### src/rtl/booth_seq_ctrl_if.sv
// Request/response bundle for the sequential Booth multiplier.
// The master issues operands with a start strobe; the slave reports busy,
// a one-cycle done pulse and the held product.
interface booth_seq_ctrl_if #(
    parameter int unsigned WIDTH = 4
);
    logic                 start;
    logic [WIDTH-1:0]     a;
    logic [WIDTH-1:0]     b;
    logic                 busy;
    logic                 done;
    logic [2*WIDTH-1:0]   prod;

    modport master (
        output start,
        output a,
        output b,
        input  busy,
        input  done,
        input  prod
    );

    modport slave (
        input  start,
        input  a,
        input  b,
        output busy,
        output done,
        output prod
    );
endinterface

### src/rtl/booth_seq_ctrl.sv
// Iterative radix-2 Booth multiplier controller.
// One add/sub-and-shift step per clock over WIDTH cycles. The operands are
// latched when START is accepted in IDLE. BUSY marks the CALC phase. DONE
// pulses for one cycle when PROD is updated, and PROD holds that value until
// the next completion or reset.
module booth_seq_ctrl #(
    parameter int unsigned WIDTH = 4
) (
    input  logic             clk_i,
    input  logic             rst_i,
    booth_seq_ctrl_if.slave  bus
);

    // Accumulator is one bit wider so that negating M = -2^(WIDTH-1) cannot overflow.
    localparam int unsigned AW = WIDTH + 1;
    localparam int unsigned PW = 2 * WIDTH;
    localparam int unsigned CW = $clog2(WIDTH + 1);
    localparam logic [CW-1:0] LAST_CNT = CW'(WIDTH - 1);

    typedef enum logic {
        ST_IDLE = 1'b0,
        ST_CALC = 1'b1
    } state_e;

    state_e          state_q, state_d;
    logic [AW-1:0]   m_q,     m_d;
    logic [AW-1:0]   acc_q,   acc_d;
    logic [WIDTH-1:0] q_q,    q_d;
    logic            e1_q,    e1_d;
    logic [CW-1:0]   cnt_q,   cnt_d;
    logic            busy_q,  busy_d;
    logic            done_q,  done_d;
    logic [PW-1:0]   prod_q,  prod_d;

    // Combinational results of the current Booth step
    logic [AW-1:0]    acc_t_c;
    logic [AW-1:0]    acc_sh_c;
    logic [WIDTH-1:0] q_sh_c;

    // Booth step: add/sub M according to {Q[0],E1}, then arithmetic shift right
    always_comb begin
        acc_t_c = acc_q;
        unique case ({q_q[0], e1_q})
            2'b10:   acc_t_c = acc_q - m_q;
            2'b01:   acc_t_c = acc_q + m_q;
            default: acc_t_c = acc_q;
        endcase
        acc_sh_c = {acc_t_c[AW-1], acc_t_c[AW-1:1]};
        q_sh_c   = {acc_t_c[0], q_q[WIDTH-1:1]};
    end

    // Next-state and register-update logic
    always_comb begin
        state_d = state_q;
        m_d     = m_q;
        acc_d   = acc_q;
        q_d     = q_q;
        e1_d    = e1_q;
        cnt_d   = cnt_q;
        busy_d  = busy_q;
        done_d  = 1'b0;
        prod_d  = prod_q;

        unique case (state_q)
            ST_IDLE: begin
                busy_d = 1'b0;
                if (bus.start) begin
                    m_d     = {bus.b[WIDTH-1], bus.b};
                    q_d     = bus.a;
                    acc_d   = '0;
                    e1_d    = 1'b0;
                    cnt_d   = '0;
                    busy_d  = 1'b1;
                    state_d = ST_CALC;
                end
            end
            ST_CALC: begin
                acc_d = acc_sh_c;
                q_d   = q_sh_c;
                e1_d  = q_q[0];
                cnt_d = cnt_q + CW'(1);
                if (cnt_q == LAST_CNT) begin
                    prod_d  = {acc_sh_c[WIDTH-1:0], q_sh_c};
                    done_d  = 1'b1;
                    busy_d  = 1'b0;
                    state_d = ST_IDLE;
                end
            end
            default: begin
                busy_d  = 1'b0;
                state_d = ST_IDLE;
            end
        endcase
    end

    // State and datapath registers with synchronous reset
    always_ff @(posedge clk_i) begin
        if (rst_i) begin
            state_q <= ST_IDLE;
            m_q     <= '0;
            acc_q   <= '0;
            q_q     <= '0;
            e1_q    <= 1'b0;
            cnt_q   <= '0;
            busy_q  <= 1'b0;
            done_q  <= 1'b0;
            prod_q  <= '0;
        end else begin
            state_q <= state_d;
            m_q     <= m_d;
            acc_q   <= acc_d;
            q_q     <= q_d;
            e1_q    <= e1_d;
            cnt_q   <= cnt_d;
            busy_q  <= busy_d;
            done_q  <= done_d;
            prod_q  <= prod_d;
        end
    end

    assign bus.busy = busy_q;
    assign bus.done = done_q;
    assign bus.prod = prod_q;

endmodule

### src/flat_wrapper.sv
// flat-port wrapper written by rule: the top's interface ports become plain ports
module booth_seq_ctrl_flat 
#(
    parameter int unsigned WIDTH = 4
)
  (clk_i, rst_i, bus_start, bus_a, bus_b, bus_busy, bus_done, bus_prod);
  booth_seq_ctrl_if #(.WIDTH(WIDTH)) bus_i ();
  input  logic clk_i;
  input  logic rst_i;
  input wire logic [$bits(bus_i.start)-1:0] bus_start;
  input wire logic [$bits(bus_i.a)-1:0] bus_a;
  input wire logic [$bits(bus_i.b)-1:0] bus_b;
  output wire logic [$bits(bus_i.busy)-1:0] bus_busy;
  output wire logic [$bits(bus_i.done)-1:0] bus_done;
  output wire logic [$bits(bus_i.prod)-1:0] bus_prod;
  assign bus_i.start = bus_start;
  assign bus_i.a = bus_a;
  assign bus_i.b = bus_b;
  assign bus_busy = bus_i.busy;
  assign bus_done = bus_i.done;
  assign bus_prod = bus_i.prod;
  booth_seq_ctrl #(.WIDTH(WIDTH)) u_core (.clk_i(clk_i), .rst_i(rst_i), .bus(bus_i));
endmodule
### config.mk
export PLATFORM = sky130hd
export DESIGN_NAME = booth_seq_ctrl_flat
export DESIGN_NICKNAME = d
export VERILOG_FILES = /design/src/rtl/booth_seq_ctrl_if.sv /design/src/rtl/booth_seq_ctrl.sv /design/src/flat_wrapper.sv
export SDC_FILE = /design/constraint.sdc
export NUM_CORES = 1
export LEC_CHECK = 0
export BUFFER_PORTS_ARGS = -buffer_cell sky130_fd_sc_hd__buf_4
export CAP_MARGIN = 10
export CELL_PAD_IN_SITES_DETAIL_PLACEMENT = 0
export CELL_PAD_IN_SITES_GLOBAL_PLACEMENT = 1
export CORE_MARGIN = 3
export CORE_UTILIZATION = 37
export DETAILED_ROUTE_END_ITERATION = 8
export PLACE_DENSITY_LB_ADDON = 0.1
export SLEW_MARGIN = 40
export SYNTH_ARGS = -nofsm -noshare
export SYNTH_HDL_FRONTEND = slang
export SYNTH_SLANG_ARGS = --single-unit
### constraint.sdc
create_clock -name clk_i -period 2.59 [get_ports clk_i]
set_clock_uncertainty 0.15 [all_clocks]
set_input_delay 0.259 -clock clk_i [delete_from_list [all_inputs] [get_ports clk_i]]
set_output_delay 0.259 -clock clk_i [all_outputs]
set_load 0.05 [all_outputs]
* Word level (Yosys, flattened, before mapping)
Index checks and enable logic that the tools add are counted.
** Storage, ports and cells
- Bits in registers :: 28
- Output and inout port bits :: 10
- Logic and storage cells :: 36
** Cells by class
- Add/subtract/negate cells :: 3
- Eq/ne operators :: 5
- Mux-type cells :: 15
- Bitwise gates (word level) :: 1
- Reduce and logical (&&, ||, !) cells :: 3
** Operator list (number)
- $pmux 5 s2 :: 2
- $pmux 4 s2 :: 1
- $pmux 1 s2 :: 3
- $pmux 3 s2 :: 1
- $add 5x5->5 :: 1
- $mux 1 :: 5
- $mux 5 :: 1
- $sub 5x5->5 :: 1
- $mux 4 :: 1
- $ne 2x2->1 const B :: 2
- $reduce_and 2->1 :: 2
- $add 3x1->3 const B :: 1
- $eq 3x2->1 const B :: 1
- $mux 3 :: 1
- $eq 2x1->1 const B :: 1
- $eq 2x2->1 const B :: 1
- $reduce_or 2->1 :: 1
- $not 1->1 :: 1

* Logic depth before layout (Yosys ltp)
Gate-level depths: netlist of run 1.
- Word-level depth :: 3
- Mapped depth :: 10
- Mapped depth without buffers :: 10

* Worst setup path before layout of run 1
OpenSTA, ideal clock, no wires.
- Path type :: reg-to-reg
- From :: register u_core.m_q[0]
- To :: register u_core.prod_q[7] (netlist: u_core.bus.prod[7])
- Arrival time :: 2.229 ns
- Setup slack :: 0.148 ns
- Cell stages (with the launch flop) :: 10
- Buffers on the path :: 0
- Period minus slack after synthesis :: 2.442 ns
- Path through :: dfxtp_1 inv_1 ha_1 mux2_2 fa_1 a21o_1 a21oi_2 xnor2_1 or4_1 nand3_1
** Between the ends
- Word-level cells in the longest chain between the ends :: 2
- Elaborated cells between the ends (all ways) :: 3
- Classes of those cells :: add/sub (2); mux (1)
** RTL lines
- from (decl) :: RTL line booth_seq_ctrl.sv:26 : logic [AW-1:0] m_q, m_d;
- from (signal assigned) :: RTL line booth_seq_ctrl.sv:110 : m_q <= m_d;
- $add 5x5->5 or $sub 5x5->5 (tied branches) :: RTL line booth_seq_ctrl.sv:45, booth_seq_ctrl.sv:44
- $pmux 5 s2 * :: RTL line booth_seq_ctrl.sv:43 : unique case ({q_q[0], e1_q})
- to (signal assigned) :: RTL line booth_seq_ctrl.sv:117 : prod_q <= prod_d;
- to (decl) :: RTL line booth_seq_ctrl.sv:33 : logic [PW-1:0] prod_q, prod_d;
Mark *: on every way between the ends. The rest lies on a longest branch, timed or not.
A chain may end at the register's enable or synchronous reset.

* Worst setup path after layout of run 1
- From :: register u_core.q_q[0]
- To :: register u_core.prod_q[7] (netlist: u_core.bus.prod[7])
** Between the ends
- Word-level cells in the longest chain between the ends :: 2
- Elaborated cells between the ends (all ways) :: 3
- Classes of those cells :: eq/ne (2); mux (1)
** RTL lines
- from (decl) :: RTL line booth_seq_ctrl.sv:28 : logic [WIDTH-1:0] q_q, q_d;
- from (signal assigned) :: RTL line booth_seq_ctrl.sv:112 : q_q <= q_d;
- $eq 2x1->1 or $eq 2x2->1 (tied branches) :: RTL line booth_seq_ctrl.sv:43
- $pmux 5 s2 * :: RTL line booth_seq_ctrl.sv:43
Marks and branches as above.

==> metrics.yaml, run 1 <==
run_status:
  status: "completed"
drt:
  drt-vias-per-instance: 4.922
  via_count: 1068
  detail-route-antenna-nets: 0
  drtPass1Iterations: 5
  wl_per_cell_um: 12.09
  drc: 0
  drt-total-wl_um: 2624
  drt_iter0_drc: 37
global_route:
  overflow: 0
  grt_pass1_wl_um: 4560
  grtUsageTotal_pct: 13.21
  grt_pass1_vias: 994
  grt_max_degree: 20
  antenna_found_initial: 0
floorplan:
  core_um2: 3390
  die_h_um: 65.99
  rows: 21
  io_pins: 21
  dieWidth_um: 65.99
  start_util_pct: 39.28
  die-area_um2: 4354
cts:
  cts.sinks: 27
  clockBufferDepth: 2
  clk_pin_slew_ps: 160
  insertion_delay_ps: 340
  cts_buffers: 3
  cts_max_level: 1
  cts_tree: "built"
  clockRootBuffer: "clkbuf_4"
synth:
  synth_nets: 168
  synth_fa_ha_area_share_pct: 9.962
  ys_seq_area_share_pct: 40.60
  postSynthCellCount: 147
  synth_cell_type_count: 33
  synth_compound_area_share_pct: 15.41
  synthMuxAreaShare_pct: 8.365
  synth_xor_area_share_pct: 3.289
  syn_area_um2: 1331
  syn_area_per_cell_um2: 9.056
  synth_warnings: 0
  synth-simple-area-share_pct: 17.95
  ys_ff_latch: 27
  synth_top_family_by_area: "simple AND/OR/NAND/NOR gates"
placement:
  pre_cts_slack_ps: -0.9535
  placed_cell_area_um2: 1518
  gp_congestion: 0.6643
  dpl.hpwl_um: 1899
  port-buffer-count: 20
  dp_cells: 207
finish:
  layout_common_cells: "dfxtp_1, buf_4, nor2_1"
  instances_no_fill: 217
  nets: 193
  syn2layout_area_growth_pct: 23.87
  fin_area_um2: 1649
  fillers: 326
  drive_above_1_share_pct: 24.56
  mostFrequentLayoutCell: "dfxtp_1"
  fin_util_pct: 48.65
  diodes: 0
  ff_latch_area_um2: 543.0
  multi_input_area_um2: 779.5
hold_path:
  hp-class: "input pin to flop"
sta:
  finalSetupViolations: 0
  whs_ps: 68.80
  finalSetupTns_ps: 0
  min_period_over_period_pct: 96.26
  worst_slack_ps: 96.81
  rsz0062_at_grt: "no"
  timing_hold_violations_final: 0
  period_minus_slack_ps: 2493
  maxSlewViolCount: 0
  fmax_ghz: 0.4011
  maxSlewHeadroom_pct: 55.18
  tightest_slew_ps: 672.2
power_and_ir_drop:
  combPwrFrac_pct: 17.3
  seq_power_share_pct: 57.5
  power_frac_clock_pct: 25.2
  cellLeakagePower_nw: 0.7370
  power.density_nw_per_um2: 468.3
  power_uw: 772.2
  swShare_pct: 27.95
  internal_power_uw: 556.4
  peakVddDrop_mv: 0.1896
  netSwitchingPower_uw: 215.8
worst_setup_path:
  required_ps: 2730
  cp.arrival_ps: 2630
  path_max_fanout: 5
  start_kind: "flop"
  end_kind: "flop"
  crit_type: "flop to flop"
flow_run:
  max_cap_viol_count: 0
==> worst max-delay path: stages, from the launching register on <==
cell and delay (ps):
dfxtp_1 380, inv_1 80, ha_4 170, mux2_4 310
fa_2 350, a21o_1 190, a21oi_2 160, xnor2_2 100
or4_4 490, nand3_2 60
==> registers in the layout, summed over array words and instances (netlist names) <==
register,count
u_core.bus.prod,8
u_core.bus.busy,1
u_core.acc_q,4
u_core.bus.done,1
u_core.cnt_q,3
u_core.e1_q,1
u_core.m_q,4
u_core.state_q,1
u_core.q_q,4
==> synth_stat cells (all sizes together) <==
cell | n | area, um^2
dfxtp | 27 | 540.5
nor2 | 23 | 86.33
a21oi | 13 | 72.57
mux2i | 10 | 100.1
ha | 9 | 112.6
inv | 6 | 22.52
nor2b | 6 | 37.54
clkbuf | 5 | 18.77
nand2 | 5 | 18.77
nor3b | 5 | 37.54
a22o | 4 | 35.03
o21ai | 4 | 20.02
buf | 3 | 17.52
nand2b | 3 | 18.77
nand3 | 3 | 15.01
xor2 | 3 | 26.28
a211oi | 2 | 15.01
a21o | 2 | 15.01
a31oi | 2 | 12.51
xnor2 | 2 | 17.52
a21boi | 1 | 7.510
and2 | 1 | 6.260
fa | 1 | 20.02
mux2 | 1 | 11.26
nor3 | 1 | 5.000
o21ba | 1 | 10.01
o311ai | 1 | 8.760
o31a | 1 | 8.760
or2 | 1 | 6.260
or4 | 1 | 7.510
==> layout make-up <==
type                       instances  share of cell area (%)
clock buffer                       4                   1.593
multi-input combinational        106                   47.27
timing repair buffer              28                   13.35
sequential                        27                   32.93
inverter                           6                   1.366
tap                               46                   3.490
==> metal layers <==
metal	routed length (um)	vias up	part of all wire [%]	track usage, %
met4	27	0	1.0	3.807
met2	1151	19	44	21.53
li1	-	551	-	-
met1	1340	494	51	17.86
met5	0	-	0	0
met3	105	4	4.0	2.211
==> power by group through the flow <==
stage	logic, mW	clock network [mW]	registers (mW)
6_report	0.134	0.195	0.444
4_1_cts	0.123	0.201	0.443
2_1_floorplan	0.0870	0	0.449
3_3_place_gp	0.115	0	0.451
5_1_grt	0.149	0.210	0.447
3_5_place_dp	0.118	0	0.452
==> kinds of logic (layout without fill, tap and decap cells) <==
| family | after synthesis | in the layout |
|---|---|---|
| AO/OA/AOI/OAI | 31 | 31 |
| buffers and inverters | 14 | 38 |
| XOR/XNOR | 5 | 5 |
| flip-flops | 27 | 27 |
| AND/OR/NAND/NOR | 49 | 49 |
| multiplexers | 11 | 11 |
| adder cells (fa/ha/maj) | 10 | 10 |
==> final timing paths <==
kind	depth (start not counted)	slack [ps]	startpoint	to
worst max-delay path	9	100	u_core.q_q[0]	u_core.bus.prod[7]
worst min-delay path	2	70	rst_i	u_core.m_q[1]
worst max register to register	9	100	u_core.q_q[0]	u_core.bus.prod[7]
worst min register to register	2	330	u_core.bus.prod[4]	u_core.bus.prod[4]
==> what timing repair did <==
action	4_1_cts	5_1_grt
pin swaps	0	6
hold buffers	4	0
setup buffers	0	2
endpoints found under the hold margin	4	0
resized for setup	2	10
endpoints found under the setup margin	1	1
gates cloned	0	0
Power figures use the tool's default switching activity.
==> run 2, diff against run 1 <==
Settings changed: GPL_TIMING_DRIVEN set to 0, SETUP_SLACK_MARGIN set to 0.2.
==> run 2 against run 1 <==
The run now ends with negative hold slack left. Register-to-register slack improved by 80 ps. Maximum frequency increased by 3.4%. Combinational power increased by 13%. Clock power decreased by 4%. Critical endpoint unchanged. Largest cell class unchanged. Largest power group unchanged.
==> metrics.yaml, run 2 (synthesis gave the netlist of run 1 again) <==
run_status:
  status: "complete, but fails checks"  # was completed
  violations: "negative hold slack"
worst_setup_path:
  end_kind: "flop"  # unchanged
  start_kind: "flop"  # unchanged
  required_ps: 2720  # was 2730 ps
  cpPeakStageDelay_ps: 410  # was 490 ps
  crit_chain: "inv_2, ha_4, mux2_4, fa_2, a21o_1, a21oi_2, xnor2_2, or4_1, nand3_1"  # was inv_1, ha_4, mux2_4, fa_2, a21o_1, a21oi_2, xnor2_2, or4_4, nand3_2
  cp.arrival_ps: 2540  # was 2630 ps
  crit_type: "flop to flop"  # unchanged
  path_max_fanout: 3  # was 5
  slowest_stage: "or4_1"  # was or4_4
finish:
  largest_reg_flops: 8  # unchanged
  fin_util_pct: 49.32  # was 48.65%
  fillers: 342  # was 326
  syn2layout_area_growth_pct: 25.56  # was 23.87%
  mostFrequentLayoutCell: "buf_4"  # was dfxtp_1
  drive_above_1_share_pct: 27.12  # was 24.56%
  diodes: 0  # unchanged
  layout_common_cells: "buf_4, dfxtp_1, nor2_1"  # was dfxtp_1, buf_4, nor2_1
  nets: 199  # was 193
drt:
  via_count: 1074  # was 1068
  drc: 0  # unchanged
  drt-total-wl_um: 2799  # was 2624 um
  wl_per_cell_um: 12.55  # was 12.09 um
  drt_iter0_drc: 20  # was 37
  drt-vias-per-instance: 4.816  # was 4.922
  detail-route-antenna-nets: 0  # unchanged
  drtPass1Iterations: 4  # was 5
floorplan:
  die-area_um2: 4354  # unchanged
  core_um2: 3390  # unchanged
  rows: 21  # unchanged
  io_pins: 21  # unchanged
  die_h_um: 65.99  # unchanged
  start_util_pct: 39.28  # unchanged
  dieWidth_um: 65.99  # unchanged
global_route:
  grt_max_degree: 15  # was 20
  grt_pass1_wl_um: 4602  # was 4560 um
  grt_pass1_vias: 1053  # was 994
  grtUsageTotal_pct: 13.48  # was 13.21%
  antenna_found_initial: 0  # unchanged
  overflow: 0  # unchanged
power_and_ir_drop:
  cellLeakagePower_nw: 0.7381  # was 0.7370 nW
  power.density_nw_per_um2: 466.0  # was 468.3 nW/um^2
  peakVddDrop_mv: 0.2237  # was 0.1896 mV
  power_uw: 778.9  # was 772.2 uW
placement:
  dpl.hpwl_um: 2059  # was 1899 um
  gp_congestion: 0.7629  # was 0.6643
  pre_cts_slack_ps: 20.82  # was -0.9535 ps
  port-buffer-count: 19  # was 20
cts:
  cts_max_level: 1  # unchanged
  cts.sinks: 27  # unchanged
  cts_buffers: 3  # unchanged
  insertion_delay_ps: 320  # was 340 ps
  clk_pin_slew_ps: 150  # was 160 ps
  clockRootBuffer: "clkbuf_4"  # unchanged
  clockBufferDepth: 2  # unchanged
  cts_tree: "built"  # unchanged
sta:
  min_period_over_period_pct: 93.09  # was 96.26%
  whs_ps: -1.725  # was 68.80 ps
  maxSlewViolCount: 0  # unchanged
  finalSetupTns_ps: 0  # unchanged
  fmax_ghz: 0.4148  # was 0.4011 GHz
  worst_slack_ps: 179.0  # was 96.81 ps
  maxSlewHeadroom_pct: 56.78  # was 55.18%
  rsz0062_at_grt: "yes"  # was no
  tightest_slew_ps: 648.2  # was 672.2 ps
  timing_hold_violations_final: 1  # was 0
  period_minus_slack_ps: 2411  # was 2493 ps
  finalSetupViolations: 0  # unchanged
flow_run:
  max_cap_viol_count: 0  # unchanged
hold_path:
  hp-class: "input pin to flop"  # unchanged
[run 2: what timing repair did]
action | 4_1_cts | 5_1_grt
setup buffers | 2 | 3
gates resized for setup | 6 | 8
endpoints found under the setup margin | 3 | 3
hold buffers | 2 | 0
pin swaps | 3 | 3
hold endpoints to repair | 2 | 0
gates cloned | 0 | 0
[run 2: layout make-up]
type,instances,area [um^2],area share (%)
multi-input cells,106,784.5,46.93
flip-flops and latches,27,544.3,32.56
repair buffers,26,200.2,11.98
well taps,46,57.56,3.443
plain buffers,8,36.28,2.171
clock buffers,4,26.28,1.572
inverters,6,22.52,1.347
[run 2: critical path: cells and delay by family, from the launching register on]
family	cells	cell delay [ps]
AOI/OAI and AO/OA	2	330
xor gates and xnor gates	1	100
adders and majority gates	2	590
buffers and inverters	1	50
DFF	1	360
muxes	1	280
and+or+nand+nor	2	490
[run 2: power breakdown]
part	internal (mW)	total, mW	switching [mW]
combinational	0.0732	0.151	0.0781
sequential	0.429	0.440	0.0108
clock	0.0604	0.188	0.127
[run 2: final timing paths]
check                     startpoint            endpoint  slack [ps]  depth (start not counted)
setup / recovery       u_core.m_q[0]  u_core.bus.prod[7]         180                          9
hold / removal              bus_b[1]       u_core.m_q[1]          -2                          3
setup reg to reg       u_core.m_q[0]  u_core.bus.prod[7]         180                          9
hold reg to reg   u_core.bus.prod[3]  u_core.bus.prod[3]         320                          2
[run 2: metal layers]
metal  wire length, um  share of wire [%]  track usage [%]  vias to the layer above
met4                15               0.54            4.569                        0
li1                  -                  -                -                      562
met1              1320                 47            17.52                      493
met3               102                3.6            2.211                        2
met2              1360                 49            22.53                       17
met5                 0                  0                0                        -
[run 2: metrics by stage]
| step | cells | hold WS (ps) | area (um^2) |
|---|---|---|---|
| after global placement | 212 | 288.4 | 1534 |
| after CTS | 220 | 0.7218 | 1613 |
| after global routing | 223 | 15.86 | 1672 |
| after floorplan | 147 | 247.6 | 1334 |
| final | 223 | -1.725 | 1672 |
| after detailed placement | 212 | 295.3 | 1534 |
==> run 3, diff against run 2 <==
Settings changed: RECOVER_POWER set to 25, SKIP_CTS_REPAIR_TIMING set to 1.
==> run 3 against run 2 <==
The run still ends with negative hold slack left. Worst hold slack got worse by 0.51 ps. Critical path depth unchanged. Maximum frequency decreased by 0.20%. Combinational power decreased by 9%. Sequential share of layout area increased by 1.6 points. Die area unchanged. Cell count decreased by 2.2%. Largest power group unchanged. Highest routed layer unchanged.
==> metrics.yaml, run 3 (synthesis gave the netlist of run 1 again) <==
placement:
  port-buffer-count: 19  # unchanged
  placed_cell_area_um2: 1534  # unchanged
  pre_cts_slack_ps: 20.82  # unchanged
  dpl.hpwl_um: 2059  # unchanged
  gp_congestion: 0.7629  # unchanged
finish:
  fin_area_um2: 1592  # was 1672 um^2
  nets: 194  # was 199
  drive_above_1_share_pct: 20.35  # was 27.12%
  syn2layout_area_growth_pct: 19.55  # was 25.56%
  diodes: 0  # unchanged
  mostFrequentLayoutCell: "dfxtp_1"  # was buf_4
  largest_reg_flops: 8  # unchanged
  layout_common_cells: "dfxtp_1, nor2_1, clkbuf_1"  # was buf_4, dfxtp_1, nor2_1
run_status:
  violations: "negative hold slack"  # unchanged
  status: "complete, but fails checks"  # unchanged
cts:
  insertion_delay_ps: 330  # was 320 ps
  clk_pin_slew_ps: 140  # was 150 ps
  cts.sinks: 27  # unchanged
  cts_buffers: 3  # unchanged
  cts_tree: "built"  # unchanged
  cts_max_level: 1  # unchanged
  clockRootBuffer: "clkbuf_4"  # unchanged
  clockBufferDepth: 2  # unchanged
drt:
  drt_iter0_drc: 26  # was 20
  wl_met1_um: 1295  # was 1320 um
  wl_met2_um: 1272  # was 1360 um
  drc: 0  # unchanged
  dr_wl_met3_um: 123  # was 102 um
  drtPass1Iterations: 3  # was 4
  via_count: 1048  # was 1074
  wl_per_cell_um: 12.49  # was 12.55 um
  drt-total-wl_um: 2722  # was 2799 um
  detail-route-antenna-nets: 0  # unchanged
  highest-signal-layer: "met4"  # unchanged
  drt-vias-per-instance: 4.807  # was 4.816
worst_setup_path:
  crit_buf_inv: 1  # unchanged
  required_ps: 2720  # about the same
  slowest_stage: "or4_1"  # unchanged
  cp_top_family: "adder cells"  # unchanged
  cp-endpoint: "u_core.bus.prod[7]"  # unchanged
  setup.worst_path.start: "u_core.m_q[0]"  # unchanged
  path_depth: 9  # unchanged
  path_max_fanout: 3  # unchanged
  crit_type: "flop to flop"  # unchanged
  r2r-start: "u_core.m_q[0]"  # unchanged
  r2r.worst_path.cells: 9  # unchanged
  crit_chain: "inv_2, ha_4, mux2_4, fa_2, a21o_1, a21oi_2, xnor2_2, or4_1, nand3_1"  # unchanged
  start_kind: "flop"  # unchanged
  cpPeakStageDelay_ps: 410  # about the same
  r2r-end: "u_core.bus.prod[7]"  # unchanged
  cp.arrival_ps: 2550  # was 2540 ps
  reg2reg_slack_ps: 170  # was 180 ps
  end_kind: "flop"  # unchanged
sta:
  timing_hold_violations_final: 2  # was 1
  rsz0062_at_grt: "yes"  # unchanged
  maxSlewHeadroom_pct: 56.76  # was 56.78%
  min_period_over_period_pct: 93.27  # was 93.09%
  finalSetupTns_ps: 0  # unchanged
  maxSlewViolCount: 0  # unchanged
  period_minus_slack_ps: 2416  # was 2411 ps
  worst_slack_ps: 174.3  # was 179.0 ps
  tightest_slew_ps: 648.6  # was 648.2 ps
  whs_ps: -2.236  # was -1.725 ps
  finalSetupViolations: 0  # unchanged
  fmax_ghz: 0.4140  # was 0.4148 GHz
global_route:
  overflow: 0  # unchanged
  grtUsageTotal_pct: 13.41  # was 13.48%
  antenna_found_initial: 0  # unchanged
  grt_pass1_vias: 1028  # was 1053
  grt_pass1_wl_um: 4560  # was 4602 um
  grt_max_degree: 15  # unchanged
floorplan:
  start_util_pct: 39.28  # unchanged
  core_um2: 3390  # unchanged
  dieWidth_um: 65.99  # unchanged
  die-area_um2: 4354  # unchanged
  die_h_um: 65.99  # unchanged
  rows: 21  # unchanged
  io_pins: 21  # unchanged
flow_run:
  max_cap_viol_count: 0  # unchanged
power_and_ir_drop:
  power.density_nw_per_um2: 481.0  # was 466.0 nW/um^2
  peakVddDrop_mv: 0.2235  # was 0.2237 mV
  cellLeakagePower_nw: 0.6764  # was 0.7381 nW
hold_path:
  hp-class: "input pin to flop"  # unchanged
  min_from: "bus_b[1]"  # unchanged
[run 3: changes by cell type in the layout (fill, tap and decap cells not counted)]
cell | previous run | this run
buf_4 | 25 | 13
a21oi_1 | 10 | 11
a21oi_2 | 3 | 2
dlygate4sd3_1 | 2 | 0
clkbuf_1 | 6 | 15
[run 3: report_power, final]
group          switching [mW]  total (mW)  internal (mW)
registers              0.0111       0.440          0.429
logic                  0.0744       0.138         0.0635
clock network           0.127       0.187         0.0604
total                   0.212       0.765          0.553
[run 3: cell type report]
cell class	instances	area [um^2]
multi-input cells	106	780.7
well taps	46	57.56
repair buffers	21	123.9
fillers	352	1798
plain buffers	8	36.28
clock buffers	4	26.28
flip-flops and latches	27	544.3
inverters	6	22.52
[run 3: how the worst min path moves through the flow]
stage / to / slack (ps) / depth (start not counted)
4_1_cts: u_core.m_q[0] / -3 / 3
3_5_place_dp: u_core.bus.prod[3] / 300 / 2
2_1_floorplan: u_core.m_q[0] / 250 / 2
6_report: u_core.m_q[1] / -2 / 3
3_3_place_gp: u_core.bus.prod[3] / 290 / 2
5_1_grt: u_core.m_q[1] / 9 / 3
[run 3: metrics by stage]
stage,power [mW],util [%],instances
finish,0.7655,46.95,218
global route,0.8029,46.95,218
CTS,0.7550,46.03,216
detailed placement,0.5723,45.26,212
global placement,0.5701,45.26,212
floorplan,0.5360,-,147
[run 3: worst register-to-register path: stages, from the launching register on]
cell	delay, ps
dfxtp_2	370
inv_2	60
ha_4	230
mux2_4	280
fa_2	360
a21o_1	170
a21oi_2	160
xnor2_2	100
or4_1	410
nand3_1	80
[run 3: metal layers]
metal | vias to the layer above | track usage, %
met5 | - | 0
li1 | 552 | -
met2 | 21 | 22.03
met1 | 471 | 17.73
met4 | 0 | 4.569
met3 | 4 | 2.211
